File: config.mk
export PLATFORM = sky130hd
export DESIGN_NAME = ervp_tick_alarm_scheduler
export DESIGN_NICKNAME = d
export VERILOG_FILES = /design/src/rtl/ervp_tick_alarm_pkg.sv /design/src/rtl/ervp_tick_alarm_chreg.sv /design/src/rtl/ervp_tick_alarm_scheduler.sv
export SDC_FILE = /design/constraint.sdc
export NUM_CORES = 1
export LEC_CHECK = 0
export CORE_MARGIN = 2
export CORE_UTILIZATION = 55
export CTS_CLUSTER_DIAMETER = 120
export CTS_CLUSTER_SIZE = 10
export DETAILED_ROUTE_END_ITERATION = 16
export PLACE_DENSITY = 0.78
export SLEW_MARGIN = 20
export SYNTH_ARGS = -nofsm -noshare
export SYNTH_HDL_FRONTEND = slang
export SYNTH_SLANG_ARGS = --single-unit
export TNS_END_PERCENT = 30
File: constraint.sdc
create_clock -name clk -period 8.7 [get_ports clk]
set_input_delay 1.74 -clock clk [delete_from_list [all_inputs] [get_ports clk]]
set_output_delay 1.74 -clock clk [all_outputs]
set_load 0.03 [all_outputs]
File: src/rtl/ervp_tick_alarm_pkg.sv
// Shared types for the tick alarm scheduler: scanner states, channel record,
// and tick unit selectors.
package ervp_tick_alarm_pkg;

    // Storage width of a channel's period/remaining fields (the top's BW_PERIOD must not exceed it)
    localparam int unsigned CH_PERIOD_W = 16;

    localparam logic UNIT_US     = 1'b0;
    localparam logic UNIT_62D5MS = 1'b1;

    typedef enum logic [0:0] {
        ST_IDLE = 1'b0,
        ST_SCAN = 1'b1
    } scan_state_e;

    typedef struct packed {
        logic                   en;
        logic                   periodic;
        logic                   unit;
        logic [CH_PERIOD_W-1:0] period;
        logic [CH_PERIOD_W-1:0] remaining;
    } ch_rec_t;

endpackage

File: src/rtl/ervp_tick_alarm_chreg.sv
// Channel register array.
// Ports: clk/rst (sync, active-high); wr_* config write port; rmw_* scanner
// write-back port; rd_ch/rd_rec_c combinational read for the scanner.
// A config write and a scanner write-back to the same channel in one cycle
// resolve in favour of the config write.
module ervp_tick_alarm_chreg
    import ervp_tick_alarm_pkg::*;
#(
    parameter int unsigned NUM_CH = 4,
    parameter int unsigned BW_CH  = 2
) (
    input  logic             clk,
    input  logic             rst,
    input  logic             wr_en,
    input  logic [BW_CH-1:0] wr_ch,
    input  ch_rec_t          wr_rec,
    input  logic             rmw_en,
    input  logic [BW_CH-1:0] rmw_ch,
    input  ch_rec_t          rmw_rec,
    input  logic [BW_CH-1:0] rd_ch,
    output ch_rec_t          rd_rec_c
);

    ch_rec_t regs [NUM_CH];

    assign rd_rec_c = regs[rd_ch];

    // Config write is ordered last so it overrides the scanner on a collision
    always_ff @(posedge clk) begin
        if (rst) begin
            for (int i = 0; i < int'(NUM_CH); i++) begin
                regs[i] <= '0;
            end
        end else begin
            if (rmw_en) begin
                regs[rmw_ch] <= rmw_rec;
            end
            if (wr_en) begin
                regs[wr_ch] <= wr_rec;
            end
        end
    end

endmodule

File: src/rtl/ervp_tick_alarm_scheduler.sv
// Multi-channel tick alarm scheduler with a round-robin shared decrementer.
// Ports: clk, rst (sync, active-high); tick_1us/tick_62d5ms tick inputs;
// cfg_* channel configuration write; alarm_clear sticky-flag clear;
// alarm_pulse/alarm_pending/irq alarm status; busy (scan in progress);
// tick_miss (a tick was dropped).
module ervp_tick_alarm_scheduler
    import ervp_tick_alarm_pkg::*;
#(
    parameter int unsigned NUM_CH    = 4,
    parameter int unsigned BW_PERIOD = 16,
    parameter int unsigned BW_CH     = (NUM_CH > 2) ? $clog2(NUM_CH) : 1
) (
    input  logic                 clk,
    input  logic                 rst,
    input  logic                 tick_1us,
    input  logic                 tick_62d5ms,
    input  logic                 cfg_wr,
    input  logic [BW_CH-1:0]     cfg_ch,
    input  logic                 cfg_enable,
    input  logic                 cfg_periodic,
    input  logic                 cfg_unit,
    input  logic [BW_PERIOD-1:0] cfg_period,
    input  logic [NUM_CH-1:0]    alarm_clear,
    output logic [NUM_CH-1:0]    alarm_pulse,
    output logic [NUM_CH-1:0]    alarm_pending,
    output logic                 irq,
    output logic                 busy,
    output logic                 tick_miss
);

    localparam logic [BW_CH-1:0] LAST_IDX = BW_CH'(NUM_CH - 1);

    scan_state_e       state_q, state_d;
    logic [BW_CH-1:0]  idx_q, idx_d;
    logic              pass_us_q, pass_us_d, pass_ms_q, pass_ms_d;
    logic              pend_us_q, pend_us_d, pend_ms_q, pend_ms_d;
    logic [NUM_CH-1:0] pulse_d, pending_d;
    logic              miss_d;

    ch_rec_t           rec, rec_upd, wr_rec;
    logic              rmw_en, fire, unit_hit, collide, any_evt;
    logic [NUM_CH-1:0] ch_bit;

    // A zero period can never expire, so such a channel is stored disabled
    always_comb begin
        wr_rec.en        = cfg_enable && (cfg_period != '0);
        wr_rec.periodic  = cfg_periodic;
        wr_rec.unit      = cfg_unit;
        wr_rec.period    = CH_PERIOD_W'(cfg_period);
        wr_rec.remaining = CH_PERIOD_W'(cfg_period);
    end

    ervp_tick_alarm_chreg #(
        .NUM_CH (NUM_CH),
        .BW_CH  (BW_CH)
    ) u_chreg (
        .clk      (clk),
        .rst      (rst),
        .wr_en    (cfg_wr),
        .wr_ch    (cfg_ch),
        .wr_rec   (wr_rec),
        .rmw_en   (rmw_en),
        .rmw_ch   (idx_q),
        .rmw_rec  (rec_upd),
        .rd_ch    (idx_q),
        .rd_rec_c (rec)
    );

    assign ch_bit   = NUM_CH'(1) << idx_q;
    assign collide  = cfg_wr && (cfg_ch == idx_q);
    assign any_evt  = tick_1us || tick_62d5ms || pend_us_q || pend_ms_q;
    assign unit_hit = ((rec.unit == UNIT_US) && pass_us_q) ||
                      ((rec.unit == UNIT_62D5MS) && pass_ms_q);

    // Shared decrementer, scanner FSM and pending/miss bookkeeping
    always_comb begin
        state_d   = state_q;
        idx_d     = idx_q;
        pass_us_d = pass_us_q;
        pass_ms_d = pass_ms_q;
        pend_us_d = pend_us_q;
        pend_ms_d = pend_ms_q;
        miss_d    = 1'b0;
        pulse_d   = '0;
        pending_d = alarm_pending & ~alarm_clear;
        rec_upd   = rec;
        rmw_en    = 1'b0;
        fire      = 1'b0;

        if ((state_q == ST_SCAN) && rec.en && unit_hit) begin
            rmw_en = 1'b1;
            if (rec.remaining <= CH_PERIOD_W'(1)) begin
                fire = !collide;
                if (rec.periodic) begin
                    rec_upd.remaining = rec.period;
                end else begin
                    rec_upd.en = 1'b0;
                end
            end else begin
                rec_upd.remaining = rec.remaining - CH_PERIOD_W'(1);
            end
        end

        // Set beats a simultaneous clear
        if (fire) begin
            pulse_d   = ch_bit;
            pending_d = pending_d | ch_bit;
        end

        case (state_q)
            ST_IDLE: begin
                if (any_evt) begin
                    pass_us_d = tick_1us || pend_us_q;
                    pass_ms_d = tick_62d5ms || pend_ms_q;
                    pend_us_d = 1'b0;
                    pend_ms_d = 1'b0;
                    idx_d     = '0;
                    state_d   = ST_SCAN;
                end
            end
            ST_SCAN: begin
                if (idx_q == LAST_IDX) begin
                    // Pass boundary: ticks here feed the next pass directly
                    if (any_evt) begin
                        pass_us_d = tick_1us || pend_us_q;
                        pass_ms_d = tick_62d5ms || pend_ms_q;
                        pend_us_d = 1'b0;
                        pend_ms_d = 1'b0;
                        idx_d     = '0;
                    end else begin
                        state_d = ST_IDLE;
                    end
                end else begin
                    idx_d = idx_q + BW_CH'(1);
                    if (tick_1us) begin
                        if (pend_us_q) miss_d = 1'b1;
                        else           pend_us_d = 1'b1;
                    end
                    if (tick_62d5ms) begin
                        if (pend_ms_q) miss_d = 1'b1;
                        else           pend_ms_d = 1'b1;
                    end
                end
            end
            default: state_d = ST_IDLE;
        endcase
    end

    // State and registered outputs
    always_ff @(posedge clk) begin
        if (rst) begin
            state_q       <= ST_IDLE;
            idx_q         <= '0;
            pass_us_q     <= 1'b0;
            pass_ms_q     <= 1'b0;
            pend_us_q     <= 1'b0;
            pend_ms_q     <= 1'b0;
            alarm_pulse   <= '0;
            alarm_pending <= '0;
            irq           <= 1'b0;
            busy          <= 1'b0;
            tick_miss     <= 1'b0;
        end else begin
            state_q       <= state_d;
            idx_q         <= idx_d;
            pass_us_q     <= pass_us_d;
            pass_ms_q     <= pass_ms_d;
            pend_us_q     <= pend_us_d;
            pend_ms_q     <= pend_ms_d;
            alarm_pulse   <= pulse_d;
            alarm_pending <= pending_d;
            irq           <= |pending_d;
            busy          <= (state_d == ST_SCAN);
            tick_miss     <= miss_d;
        end
    end

endmodule
==> flow_metrics.py, run 1 <==
metrics = {
    "run_status": {
        "status": "completed",
    },
    "timing": {
        "max_freq_ghz": 0.208,
        "clock-skew-final_ns": 0.00809,
        "maxSlewHeadroom": 0.442,
        "rsz0062_at_grt": "false",
        "hold_viol_final": 0,
        "finalSetupViolCount": 0,
        "hold_slack_ns": 0.473,
        "slew_violations": 0,
        "fin_crit_ns": 4.80,
        "setup_tns_ns": 0,
        "fin_crit_sh": 0.552,
        "worstMarginPinSlew_ns": 0.829,
    },
    "detailed_routing": {
        "ant_nets": 0,
        "routed_via_density": 6.71,
        "vias": 5968,
        "wl_per_cell_um": 22.8,
        "drc": 0,
        "dr.first_iter.drc_count": 792,
        "firstDrtPassIters": 6,
        "wl_um": 20300,
    },
    "worst_setup_path": {
        "crit_required_ns": 8.85,
        "cp_max_fo": 27,
        "path_class": "register to register",
        "startpoint": "idx_q[0]$_SDFF_PP0_",
        "r2r_start": "idx_q[0]$_SDFF_PP0_",
        "critPathLaunchType": "register",
        "reg2reg_slack_ns": 3.90,
        "reg2regPathDepth": 11,
        "cp-endpoint": "u_chreg.regs[3][0]$_DFFE_PP_",
        "worstReg2RegEnd": "u_chreg.regs[3][0]$_DFFE_PP_",
        "crit_chain": "buf_4 -> buf_4 -> mux4_2 -> inv_1 -> ha_1 -> o21ai_0 -> o22ai_1 -> nand4_2 -> or2_1 -> o21ai_0 -> o21ai_0",
        "critPathBufInv": 3,
        "cp-end-kind": "register",
        "slowest_delay_ns": 0.64,
        "crit_family": "compound AO/OA/AOI/OAI gates",
        "arrival_ns": 4.95,
        "crit_cells": 11,
        "slowest_stage": "mux4_2",
        "cpMostUsedCell": "o21ai_0",
    },
    "cells_and_area": {
        "multi_input_area_um2": 3200,
        "fin_area_um2": 9040,
        "drive_gt1_frac": 0.137,
        "utilization": 0.647,
        "fillers": 1055,
        "synthToLayoutAreaGrowth_pct": 14.3,
        "n_antenna_cell": 0,
        "seq_area_um2": 4550,
        "final_cell_mix": "o21ai_0, edfxtp_1, nand2_1",
        "layout.nets": 734,
        "final_common_cell": "o21ai_0",
    },
    "clocking": {
        "ctsHoldBuffers": 0,
        "cts_setup_buffers": 0,
        "clk_latency_ns": 0.43,
        "cts_tree": "built",
        "cts_buffers": 17,
        "cts.reportedPaths.clkPinSlew_ns": 0.06,
        "cts_root_buf": "clkbuf_16",
        "h-tree-depth": 4,
        "cts.sinks": 157,
        "cts_resized": 0,
        "cts_buffer_depth": 2,
    },
    "power_and_ir_drop": {
        "p_leak_nw": 3.03,
        "p_per_area_nw_per_um2": 196,
        "power.total_w": 0.00178,
        "ir_drop_mv": 0.138,
    },
    "floorplanning": {
        "core_area_um2": 14000,
        "die_y_um": 124,
        "rows": 43,
        "die_w_um": 124,
        "start_util": 0.566,
        "io_pins": 41,
        "die-area_um2": 15400,
    },
    "logic_synthesis": {
        "yosysWarnings": 0,
        "syn_inst": 666,
        "synth-async-reset-ratio": 0,
        "synthDistinctLibCells": 62,
        "syn_nets": 703,
        "syn_area_um2": 7910,
        "avgSynthCellArea_um2": 11.9,
        "synth-seq-cells": 157,
        "synth_edf_count": 140,
        "ys_seq_area_frac": 0.574,
        "synth_ff_type": "edfxtp_1",
    },
    "hold_path": {
        "worstHoldPathType": "register to register",
        "whs_path_depth": 2,
    },
    "global_route": {
        "grt_use_total": 0.284,
        "grt.overflow.total": 0,
        "grt_pass1_vias": 5952,
        "antenna_found_initial": 0,
        "grt_first_pass_wirelength_um": 31600,
        "grt_max_degree": 36,
    },
    "place": {
        "dpl.hpwl_um": 12400,
        "gp_congestion": 0.830,
        "numPortBuffers": 40,
        "placed_area_um2": 8500,
    },
    "flow_run": {
        "max-cap-violations": 0,
    },
}
## report_power, final
part / total, W / leakage, nW / internal [W] / switching (W)
clock: 0.000694 / 0.268 / 0.000415 / 0.000280
combinational: 0.000207 / 1.16 / 0.0000785 / 0.000128
sequential: 0.000875 / 1.60 / 0.000861 / 0.0000137
## flip-flops by register name (all words and copies together), names as in the netlist
signal	cells
irq	1
pass_us_q	1
u_chreg.regs	140
idx_q	2
state_q	1
pend_us_q	1
pass_ms_q	1
alarm_pulse	4
alarm_pending	4
tick_miss	1
pend_ms_q	1
## cells in the mapped netlist (3+ instances only)
cell type / count / area, um^2
nor3b_2: 3 / 37.5
dfxtp_1: 17 / 340
and3_1: 5 / 31.3
xnor2_1: 3 / 26.3
mux2_2: 7 / 78.8
buf_2: 5 / 25.0
nand2b_1: 7 / 43.8
buf_4: 3 / 22.5
o22ai_1: 5 / 31.3
o21ai_0: 156 / 781
nand2_1: 115 / 432
a31oi_1: 3 / 18.8
nand3_1: 7 / 35.0
inv_1: 6 / 22.5
buf_1: 3 / 11.3
ha_1: 7 / 87.6
nor2_1: 20 / 75.1
a21oi_1: 16 / 80.1
nor4_1: 5 / 31.3
a32oi_1: 4 / 35.0
nor3_1: 7 / 35.0
edfxtp_1: 140 / 4200
mux4_2: 32 / 721
buf_6: 3 / 33.8
mux4_1: 3 / 78.8
clkbuf_1: 29 / 109
mux2i_1: 7 / 70.1
## area by class of cell
cell class / instances / area share
clock inverters: 11 / 0.0111
flip-flops and latches: 157 / 0.503
clock buffers: 21 / 0.0487
repair buffers: 55 / 0.0567
well taps: 180 / 0.0249
inverters: 6 / 0.00249
multi-input cells: 460 / 0.353
## metal layers
metal	GRT usage	vias to the layer above	wire length, um
li1	-	2634	-
met5	0	-	0
met1	0.364	2881	7510
met3	0.0572	56	2040
met2	0.471	397	10100
met4	0.128	0	581
## worst register-to-register path, stage by stage (launching register included)
cell and delay, ns:
dfxtp_2 0.31, buf_4 0.41, buf_4 0.51, mux4_2 0.66, inv_1 0.12, ha_1 0.36
o21ai_0 0.15, o22ai_1 0.33, nand4_2 0.46, or2_1 0.56, o21ai_0 0.50, o21ai_0 0.16
## through the flow
stage,instances,setup slack (ns)
global route,890,3.63
finish,890,3.90
floorplan,666,3.97
detailed placement,858,3.74
CTS,890,3.91
global placement,858,3.82
## kinds of logic (layout without fill, tap and decap cells)
family | count (synthesis) | count (layout) | synth area share
and+or+nand+nor | 192 | 192 | 0.116
buffers and inverters | 49 | 93 | 0.0283
adders and majority gates | 7 | 7 | 0.0111
muxes | 50 | 50 | 0.121
AOI/OAI and AO/OA | 208 | 208 | 0.145
DFF | 157 | 157 | 0.574
xor gates and xnor gates | 3 | 3 | 0.00332
## worst min path at each step
stage,endpoint,startpoint,slack (ns)
finish,pass_us_q$_SDFFE_PP0P_,pass_us_q$_SDFFE_PP0P_,0.47
global route,pass_us_q$_SDFFE_PP0P_,pass_us_q$_SDFFE_PP0P_,0.49
CTS,pass_us_q$_SDFFE_PP0P_,pass_us_q$_SDFFE_PP0P_,0.47
detailed placement,pass_us_q$_SDFFE_PP0P_,pass_us_q$_SDFFE_PP0P_,0.46
global placement,pass_us_q$_SDFFE_PP0P_,pass_us_q$_SDFFE_PP0P_,0.44
floorplan,pass_us_q$_SDFFE_PP0P_,pass_us_q$_SDFFE_PP0P_,0.43
Note: power is estimated with default switching activity, not from simulation.
==> run 2, diff against run 1 <==
--- a/config.mk
+++ b/config.mk
@@ -6,11 +6,11 @@
 export NUM_CORES = 1
 export LEC_CHECK = 0
 export CORE_MARGIN = 2
-export CORE_UTILIZATION = 55
+export CORE_UTILIZATION = 54
 export CTS_CLUSTER_DIAMETER = 120
 export CTS_CLUSTER_SIZE = 10
 export DETAILED_ROUTE_END_ITERATION = 16
-export PLACE_DENSITY = 0.78
+export PLACE_DENSITY = 0.8
 export SLEW_MARGIN = 20
 export SYNTH_ARGS = -nofsm -noshare
 export SYNTH_HDL_FRONTEND = slang
==> constraint.sdc (replaced) <==
create_clock -name clk -period 4.1 [get_ports clk]
set_input_delay 0.82 -clock clk [delete_from_list [all_inputs] [get_ports clk]]
set_output_delay 0.82 -clock clk [all_outputs]
set_load 0.03 [all_outputs]
==> flow_metrics.py, run 2 (same netlist as run 1, synthesis figures left out) <==
metrics = {
    "run_status": {
        "status": "completed",
    },
    "worst_setup_path": {
        "startpoint": "idx_q[0]$_SDFF_PP0_",
        "reg2reg_slack_ns": 0.37,
        "path_class": "register to register",
        "cp_max_fo": 15,
        "worstReg2RegEnd": "u_chreg.regs[2][3]$_DFFE_PP_",
        "cp-end-kind": "register",
        "reg2regPathDepth": 9,
        "critPathLaunchType": "register",
        "cp-endpoint": "u_chreg.regs[2][3]$_DFFE_PP_",
        "r2r_start": "idx_q[0]$_SDFF_PP0_",
        "crit_required_ns": 4.26,
        "arrival_ns": 3.88,
    },
    "clocking": {
        "cts_buffer_depth": 2,
        "cts_setup_buffers": 0,
        "cts_resized": 0,
        "cts_root_buf": "clkbuf_16",
        "clk_latency_ns": 0.43,
        "cts.reportedPaths.clkPinSlew_ns": 0.06,
        "h-tree-depth": 4,
        "cts_tree": "built",
        "ctsHoldBuffers": 0,
        "cts.sinks": 157,
        "cts_buffers": 17,
    },
    "cells_and_area": {
        "layoutNonFillerInstCount": 913,
        "largestRegisters": "u_chreg.regs (140), alarm_pending (4), alarm_pulse (4)",
        "regMostFlops": "u_chreg.regs",
        "fin_area_um2": 9260,
        "final_common_cell": "o21ai_0",
        "n_antenna_cell": 0,
        "final_cell_mix": "o21ai_0, edfxtp_1, nand2_1",
        "layout.nets": 753,
        "synthToLayoutAreaGrowth_pct": 17.1,
        "drive_gt1_frac": 0.166,
        "largest_reg_flops": 140,
        "utilization": 0.642,
    },
    "hold_path": {
        "worstHoldPathType": "register to register",
    },
    "floorplanning": {
        "die_w_um": 125,
        "die_y_um": 125,
        "start_util": 0.549,
        "io_pins": 41,
        "rows": 44,
        "core_area_um2": 14400,
        "die-area_um2": 15600,
    },
    "detailed_routing": {
        "vias": 6240,
        "wl_um": 21600,
        "routed_via_density": 6.83,
        "dr.first_iter.drc_count": 787,
        "firstDrtPassIters": 7,
        "wl_per_cell_um": 23.7,
        "drc": 0,
        "ant_nets": 0,
    },
    "global_route": {
        "grt_use_total": 0.283,
        "grt_max_degree": 29,
        "grt_pass1_vias": 6290,
        "grt.overflow.total": 0,
        "antenna_found_initial": 0,
        "grt_first_pass_wirelength_um": 33800,
    },
    "timing": {
        "max_freq_ghz": 0.268,
        "maxSlewHeadroom": 0.235,
        "worstMarginPinSlew_ns": 1.14,
        "slew_violations": 0,
        "fin_crit_sh": 0.909,
        "rsz0062_at_grt": "false",
        "finalSetupViolCount": 0,
        "clock-skew-final_ns": 0.00664,
        "hold_viol_final": 0,
        "fin_crit_ns": 3.73,
    },
    "place": {
        "gp_congestion": 0.938,
        "dpl.hpwl_um": 13900,
        "numPortBuffers": 40,
        "post-place-cells": 881,
        "placed_area_um2": 8650,
    },
    "flow_run": {
        "max-cap-violations": 0,
    },
    "power_and_ir_drop": {
        "ir_drop_mv": 0.288,
        "p_per_area_nw_per_um2": 421,
        "p_leak_nw": 3.16,
    },
}
## run 2: changes by cell type in the layout (fill, tap and decap cells not counted), sizes merged
cell and change:
buf +19, clkbuf +8, clkinv -6, bufinv -2
## run 2: worst min-delay path by stage
stage	slack, ns	from	to	cells past startpoint
4_1_cts	0.47	pass_us_q$_SDFFE_PP0P_	pass_us_q$_SDFFE_PP0P_	2
6_report	0.48	pass_us_q$_SDFFE_PP0P_	pass_us_q$_SDFFE_PP0P_	2
3_3_place_gp	0.44	pass_us_q$_SDFFE_PP0P_	pass_us_q$_SDFFE_PP0P_	2
3_5_place_dp	0.46	pass_us_q$_SDFFE_PP0P_	pass_us_q$_SDFFE_PP0P_	2
5_1_grt	0.50	pass_us_q$_SDFFE_PP0P_	pass_us_q$_SDFFE_PP0P_	2
2_1_floorplan	0.43	pass_us_q$_SDFFE_PP0P_	pass_us_q$_SDFFE_PP0P_	2
## run 2: stage by stage
stage	TNS [ns]	hold WS (ns)	worst slack (ns)	total power, W
2_1_floorplan	-61.07	0.432	-0.629	0.00217
3_3_place_gp	0	0.442	0.600	0.00232
3_5_place_dp	0	0.461	0.476	0.00233
4_1_cts	0	0.473	0.440	0.00390
5_1_grt	0	0.496	0.0412	0.00400
6_report	0	0.480	0.373	0.00390
## run 2: final cells by class
| cell class | count | area, um^2 |
|---|---|---|
| Clock inverter | 3 | 15.0 |
| Fill cell | 1067 | 5160 |
| Inverter | 6 | 22.5 |
| Sequential cell | 157 | 4550 |
| Multi-Input combinational cell | 460 | 3190 |
| Timing Repair Buffer | 74 | 656 |
| Clock buffer | 29 | 598 |
| Tap cell | 184 | 230 |
## run 2: critical path: stages, from the launching register on
cell     delay, ns
dfxtp_2       0.70
mux4_2        0.65
inv_1         0.12
ha_1          0.36
o21ai_0       0.15
o22ai_1       0.31
nand4_2       0.15
or2_1         0.41
o21ai_0       0.41
o21ai_0       0.18
## run 2: metal layers
metal	GRT usage	up-vias	part of all wire
met5	0	-	0
li1	-	2669	-
met1	0.354	3000	0.36
met2	0.457	476	0.49
met3	0.0693	95	0.11
met4	0.156	0	0.045
## run 2: where the power goes
part	internal, W	switching (W)	leakage [nW]
Sequential	0.00183	0.0000347	1.60
Clock	0.000985	0.000604	0.308
Combinational	0.000175	0.000276	1.25
